$ cat config.mk
export PLATFORM = sky130hd
export DESIGN_NAME = sipo_loader
export DESIGN_NICKNAME = d
export VERILOG_FILES = /design/src/rtl/sipo_defs.sv /design/src/rtl/sipo_ctrl.sv /design/src/rtl/sipo_loader.sv
export SDC_FILE = /design/constraint.sdc
export NUM_CORES = 1
export LEC_CHECK = 0
export ABC_AREA = 0
export ABC_CLOCK_PERIOD_IN_PS = 1850
export BUFFER_PORTS_ARGS = -buffer_cell sky130_fd_sc_hd__buf_2
export CAP_MARGIN = 25
export CORE_MARGIN = 4
export CORE_UTILIZATION = 52
export DETAILED_ROUTE_END_ITERATION = 10
export GPL_TIMING_DRIVEN = 0
export PLACE_DENSITY_LB_ADDON = 0.05
export SYNTH_ARGS = -nofsm -noshare
export SYNTH_HDL_FRONTEND = slang
export SYNTH_SLANG_ARGS = --single-unit
export TNS_END_PERCENT = 20
$ cat constraint.sdc
create_clock -name clk -period 1.85 [get_ports clk]
set_clock_uncertainty 0.1 [all_clocks]
set_input_delay 0.555 -clock clk [delete_from_list [all_inputs] [get_ports clk]]
set_output_delay 0.555 -clock clk [all_outputs]
set_load 0.03 [all_outputs]
$ cat src/rtl/sipo_defs.sv
// Shared definitions for the serial-in / parallel-out loader.
// Holds the controller state encoding and the default word width and
// bit-order settings used by sipo_loader and sipo_ctrl.
package sipo_defs;

   localparam int DEF_WIDTH     = 4;
   localparam bit DEF_MSB_FIRST = 1'b1;

   typedef enum logic [1:0] {
      ST_IDLE  = 2'd0,
      ST_SHIFT = 2'd1,
      ST_LOAD  = 2'd2
   } state_t;

endpackage

$ cat src/rtl/sipo_ctrl.sv
// Frame controller for sipo_loader: three-state FSM plus bit counter.
// Ports:
//   clk, clear_n     clock, asynchronous active-low reset
//   i_sin_valid      serial bit qualifier
//   i_start          marks the qualified bit as bit 0 of a new frame
//   o_capture        comb: the current qualified bit is accepted this edge
//   o_first          comb: the accepted bit is bit 0 (partial word restarts)
//   o_complete       comb: the accepted bit is the last bit of the word
//   o_busy           registered: frame partially received
//   o_load           registered: one-cycle pulse after a completed word
//   o_frame_err      registered: one-cycle pulse after an aborted frame
module sipo_ctrl
   import sipo_defs::*;
#(
   parameter int WIDTH = DEF_WIDTH
)(
   input  logic clk,
   input  logic clear_n,
   input  logic i_sin_valid,
   input  logic i_start,
   output logic o_capture,
   output logic o_first,
   output logic o_complete,
   output logic o_busy,
   output logic o_load,
   output logic o_frame_err
);

   localparam int CW = $clog2(WIDTH + 1);

   state_t          r_state, w_state_next;
   logic [CW-1:0]   r_count, w_count_next;
   logic            w_abort;
   logic            r_busy, r_load, r_frame_err;

   always_ff @(posedge clk or negedge clear_n) begin
      if (!clear_n) begin
         r_state     <= ST_IDLE;
         r_count     <= '0;
         r_busy      <= 1'b0;
         r_load      <= 1'b0;
         r_frame_err <= 1'b0;
      end else begin
         r_state     <= w_state_next;
         r_count     <= w_count_next;
         // Status outputs are decoded from the next state so they are
         // flop outputs aligned with the state they describe.
         r_busy      <= (w_state_next == ST_SHIFT);
         r_load      <= (w_state_next == ST_LOAD);
         r_frame_err <= w_abort;
      end
   end

   always_comb begin
      w_state_next = r_state;
      w_count_next = r_count;
      o_capture    = 1'b0;
      o_first      = 1'b0;
      o_complete   = 1'b0;
      w_abort      = 1'b0;
      case (r_state)
         ST_IDLE, ST_LOAD: begin
            // A start in the LOAD cycle chains frames without losing a bit.
            if (i_sin_valid && i_start) begin
               o_capture    = 1'b1;
               o_first      = 1'b1;
               w_count_next = CW'(1);
               w_state_next = ST_SHIFT;
            end else begin
               w_count_next = '0;
               w_state_next = ST_IDLE;
            end
         end
         ST_SHIFT: begin
            if (i_sin_valid) begin
               o_capture = 1'b1;
               if (i_start) begin
                  // Restart: partial frame is dropped, this bit becomes bit 0.
                  o_first      = 1'b1;
                  w_abort      = 1'b1;
                  w_count_next = CW'(1);
               end else if (r_count == CW'(WIDTH - 1)) begin
                  o_complete   = 1'b1;
                  w_count_next = '0;
                  w_state_next = ST_LOAD;
               end else begin
                  w_count_next = r_count + CW'(1);
               end
            end
         end
         default: begin
            w_count_next = '0;
            w_state_next = ST_IDLE;
         end
      endcase
   end

   assign o_busy      = r_busy;
   assign o_load      = r_load;
   assign o_frame_err = r_frame_err;

endmodule

$ cat src/rtl/sipo_loader.sv
// Serial-in / parallel-out loader: assembles WIDTH serial bits into a word
// and presents it on par_out with a one-cycle load strobe for a downstream
// register.
// Ports:
//   clk, clear_n     clock, asynchronous active-low reset
//   sin, sin_valid   serial bit and its qualifier
//   start            marks the qualified bit as bit 0 of a new frame
//   par_out          last completed word (registered)
//   load             one-cycle pulse when par_out has just been updated
//   busy             frame partially received
//   frame_err        one-cycle pulse when a partial frame was aborted
module sipo_loader
   import sipo_defs::*;
#(
   parameter int WIDTH     = DEF_WIDTH,
   parameter bit MSB_FIRST = DEF_MSB_FIRST
)(
   input  logic             clk,
   input  logic             clear_n,
   input  logic             sin,
   input  logic             sin_valid,
   input  logic             start,
   output logic [WIDTH-1:0] par_out,
   output logic             load,
   output logic             busy,
   output logic             frame_err
);

   // Only WIDTH-1 bits need storing: the last bit goes straight from sin
   // into the completed word.
   localparam int PW = WIDTH - 1;

   logic [PW-1:0]    r_part;
   logic [PW-1:0]    w_base, w_part_next;
   logic [WIDTH-1:0] w_word;
   logic [WIDTH-1:0] r_par;
   logic             w_capture, w_first, w_complete;

   sipo_ctrl #(.WIDTH(WIDTH)) u_ctrl (
      .clk         (clk),
      .clear_n     (clear_n),
      .i_sin_valid (sin_valid),
      .i_start     (start),
      .o_capture   (w_capture),
      .o_first     (w_first),
      .o_complete  (w_complete),
      .o_busy      (busy),
      .o_load      (load),
      .o_frame_err (frame_err)
   );

   // A new frame starts from an empty partial word.
   assign w_base = w_first ? '0 : r_part;

   // MSB-first shifts toward the top so bit 0 lands in par_out[WIDTH-1];
   // LSB-first shifts toward the bottom so bit 0 lands in par_out[0].
   generate
      for (genvar gi = 0; gi < PW; gi++) begin : g_bit
         if (MSB_FIRST) begin : g_msb
            if (gi == 0) begin : g_in
               assign w_part_next[gi] = sin;
            end else begin : g_sh
               assign w_part_next[gi] = w_base[gi-1];
            end
         end else begin : g_lsb
            if (gi == PW - 1) begin : g_in
               assign w_part_next[gi] = sin;
            end else begin : g_sh
               assign w_part_next[gi] = w_base[gi+1];
            end
         end
      end
      if (MSB_FIRST) begin : g_word_msb
         assign w_word = {w_base, sin};
      end else begin : g_word_lsb
         assign w_word = {sin, w_base};
      end
   endgenerate

   always_ff @(posedge clk or negedge clear_n) begin
      if (!clear_n) begin
         r_part <= '0;
         r_par  <= '0;
      end else begin
         if (w_capture && !w_complete) r_part <= w_part_next;
         // par_out only moves on a completed frame; aborts leave it alone.
         if (w_complete)               r_par  <= w_word;
      end
   end

   assign par_out = r_par;

endmodule

==> impl_metrics.py <==
metrics = {
    "worst_setup_path": {
        "cp.arrival_ns": 1.70,
        "slowest_stage": "dfrtp_1",
        "cpPeakStageDelay_ns": 0.40,
        "critical_path.endpoint_type": "register",
        "crit_required_ns": 1.92,
        "critical_path_class": "register to register",
        "ff2ff_path_depth": 5,
        "crit_path_max_fanout": 6,
        "start_kind": "register",
        "crit_chain": "ha_1 > and4bb_4 > and2_4 > buf_6 > mux2_4",
    },
    "sta": {
        "tns_ns": 0,
        "rsz0062_at_grt": "no",
        "max_slew.worst_pin.slew_ns": 0.366,
        "hold_violations": 0,
        "slew_headroom": 0.756,
        "finalSetupViolations": 0,
        "clock.fmax_mhz": 614,
        "period_share": 0.880,
        "report.final.slew_viol_count": 0,
        "hold_ws_ns": 0.0538,
        "period_needed_ns": 1.63,
    },
    "logic_synthesis": {
        "post_synth.cell_area_avg_sq_um": 11.0,
        "syn_inst": 66,
        "post-synth-top-count-cell": "dfrtp_1",
        "synth_fp_nets": 72,
        "synth_edf_count": 0,
        "synth_area_sq_um": 728,
        "ys_top_cells_by_area": "dfrtp_1 (52%), mux2_4 (4.1%), nand2b_1 (3.4%)",
        "synth_top_area_share": 0.515,
        "yosys.area.top_type": "dfrtp_1",
        "ys_ff_latch": 15,
        "synth-async-reset-ratio": 1.00,
        "yosysSeqAreaShare": 0.515,
        "synthDistinctLibCells": 28,
        "netlist_top_cells_count": "dfrtp_1 (15), nand2_1 (5), inv_1 (4), nand2b_1 (4)",
        "synthFlopType": "dfrtp_1",
        "yosysWarnings": 0,
    },
    "clock_network": {
        "cts_buffer_depth": 2,
        "hold_buffers": 0,
        "cts.sinks": 15,
        "cts_tree": "done",
        "cts_buffers": 3,
        "cts_setup_buffers": 0,
        "clk_latency_ns": 0.28,
        "htree_levels": 1,
        "path_clk_slew_ns": 0.09,
        "root_buffer": "clkbuf_4",
        "cts_resized": 0,
    },
    "drt": {
        "drt_iter0_markers": 2,
        "viasPerCell": 5.40,
        "firstDrtPassIters": 4,
        "routed_wl_mm": 1.25,
        "post_drt_wl_per_cell_um": 13.3,
        "drcViolationCount": 0,
        "ant_nets": 0,
        "vias": 508,
    },
    "global_routing": {
        "grt_start_max_net_pins": 16,
        "grt_antenna_before_repair": 0,
        "grtUsageTotal": 0.145,
        "first_global_vias": 471,
        "grt_pass1_wl_mm": 2.10,
        "gr-total-overflow": 0,
    },
    "place": {
        "gp_congestion": 0.831,
        "port_buffers": 9,
        "hpwl_um": 926,
    },
    "power": {
        "pwr-share-seq": 0.453,
        "power.leakage_nw": 0.384,
        "switching_share": 0.381,
        "p_sw_w": 0.000414,
        "pwr-share-comb": 0.374,
        "intPower_w": 0.000674,
        "vdd.ir_drop.worst_uv": 593,
        "clkPwrFrac": 0.173,
        "p_per_area_nw_per_um2": 1330,
    },
    "final_layout": {
        "n_antenna_cell": 0,
        "layout-drive-gt1-share": 0.266,
        "area_delta_synth_final_pct": 12.4,
        "nets": 86,
    },
    "die": {
        "die_x_um": 45.4,
        "ioPinCount": 12,
        "start_util": 0.553,
        "num_rows": 13,
        "die_y_um": 45.4,
        "fp.coreArea_sq_um": 1320,
        "dieArea_sq_um": 2060,
    },
    "run": {
        "maxCapViolations": 0,
    },
    "min_path": {
        "hold_path.class": "input port to async pin",
    },
    "run_status": {
        "status": "finished, final reports clean",
    },
}
## power by group through the flow
stage	logic [W]	clock network, W	registers (W)
4_1_cts	0.000411	0.000191	0.000494
3_3_place_gp	0.000403	0	0.000495
2_1_floorplan	0.000205	0	0.000595
5_1_grt	0.000451	0.000205	0.000508
3_5_place_dp	0.000410	0	0.000500
6_report	0.000407	0.000189	0.000493
## through the flow
stage          total power, W  area (sq um)  instances   util  setup WS, ns
5_1_grt               0.00116           818         94  0.621         0.167
2_1_floorplan        0.000800           728         66      -        0.0883
3_3_place_gp         0.000899           792         90  0.601        0.0455
6_report              0.00109           818         94  0.621         0.222
3_5_place_dp         0.000911           792         90  0.601        0.0405
4_1_cts               0.00110           818         94  0.621         0.220
## flip-flops by register name (all words and copies together), names as in the netlist
signal and cells:
r_part 3, u_ctrl.o_frame_err 1, par_out 4, u_ctrl.r_state 2, u_ctrl.o_busy 1, u_ctrl.r_count 3, u_ctrl.o_load 1
## critical path: cells and delay by family (launching register included)
kind	cells	cell delay, ns
buffers and inverters	1	0.12
and+or+nand+nor	2	0.39
muxes	1	0.29
adders and majority gates	1	0.23
DFF	1	0.40
## cells by family (layout without fill, tap and decap cells)
group,after synthesis,after routing,share of synthesized area
and+or+nand+nor,25,25,0.213
AOI/OAI and AO/OA,15,15,0.149
DFF,15,15,0.515
buffers and inverters,8,21,0.0636
muxes,2,2,0.0412
adders and majority gates,1,1,0.0172
## worst paths after layout
check	from	end	slack, ns
max	u_ctrl.r_count[0]$_DFFE_PN0P_	par_out[0]$_DFFE_PN0P_	0.22
min	clear_n	par_out[2]$_DFFE_PN0P_	0.05
max reg2reg	u_ctrl.r_count[0]$_DFFE_PN0P_	par_out[0]$_DFFE_PN0P_	0.22
min reg2reg	par_out[2]$_DFFE_PN0P_	par_out[2]$_DFFE_PN0P_	0.42
max in group asynchronous	clear_n	u_ctrl.r_count[1]$_DFFE_PN0P_	1.35
min in group clk	par_out[2]$_DFFE_PN0P_	par_out[2]$_DFFE_PN0P_	0.42
## cell usage in the layout (no fill, tap or decap), drive strengths merged, types with 2 or more instances in the layout
| cell type | netlist | final |
|---|---|---|
| nor2b | 2 | 2 |
| and2 | 4 | 4 |
| buf | 3 | 12 |
| o2111ai | 2 | 2 |
| nor3 | 2 | 2 |
| inv | 4 | 4 |
| nand2b | 4 | 4 |
| a21bo | 2 | 2 |
| nand3b | 2 | 2 |
| clkbuf | 1 | 5 |
| nand2 | 5 | 5 |
| o21ai | 3 | 3 |
| dfrtp | 15 | 15 |
| o311ai | 2 | 2 |
| a21oi | 3 | 3 |
| mux2 | 2 | 2 |
| nand4 | 2 | 2 |
## final cells by class
type	count	area (sq um)
timing repair buffer	9	45.0
sequential	15	375
multi-input combinational	43	307
fill	103	499
clock buffer	4	26.3
buffer	4	31.3
tap	15	18.8
inverter	4	15.0
## metal layers
metal  vias up  wire, um  track usage
li1        258         -            -
met1       234       611        0.193
met2        12       558        0.217
met3         4        56       0.0356
met4         0        24       0.0702
met5         -         0            0
(Power assumes the default switching activity.)
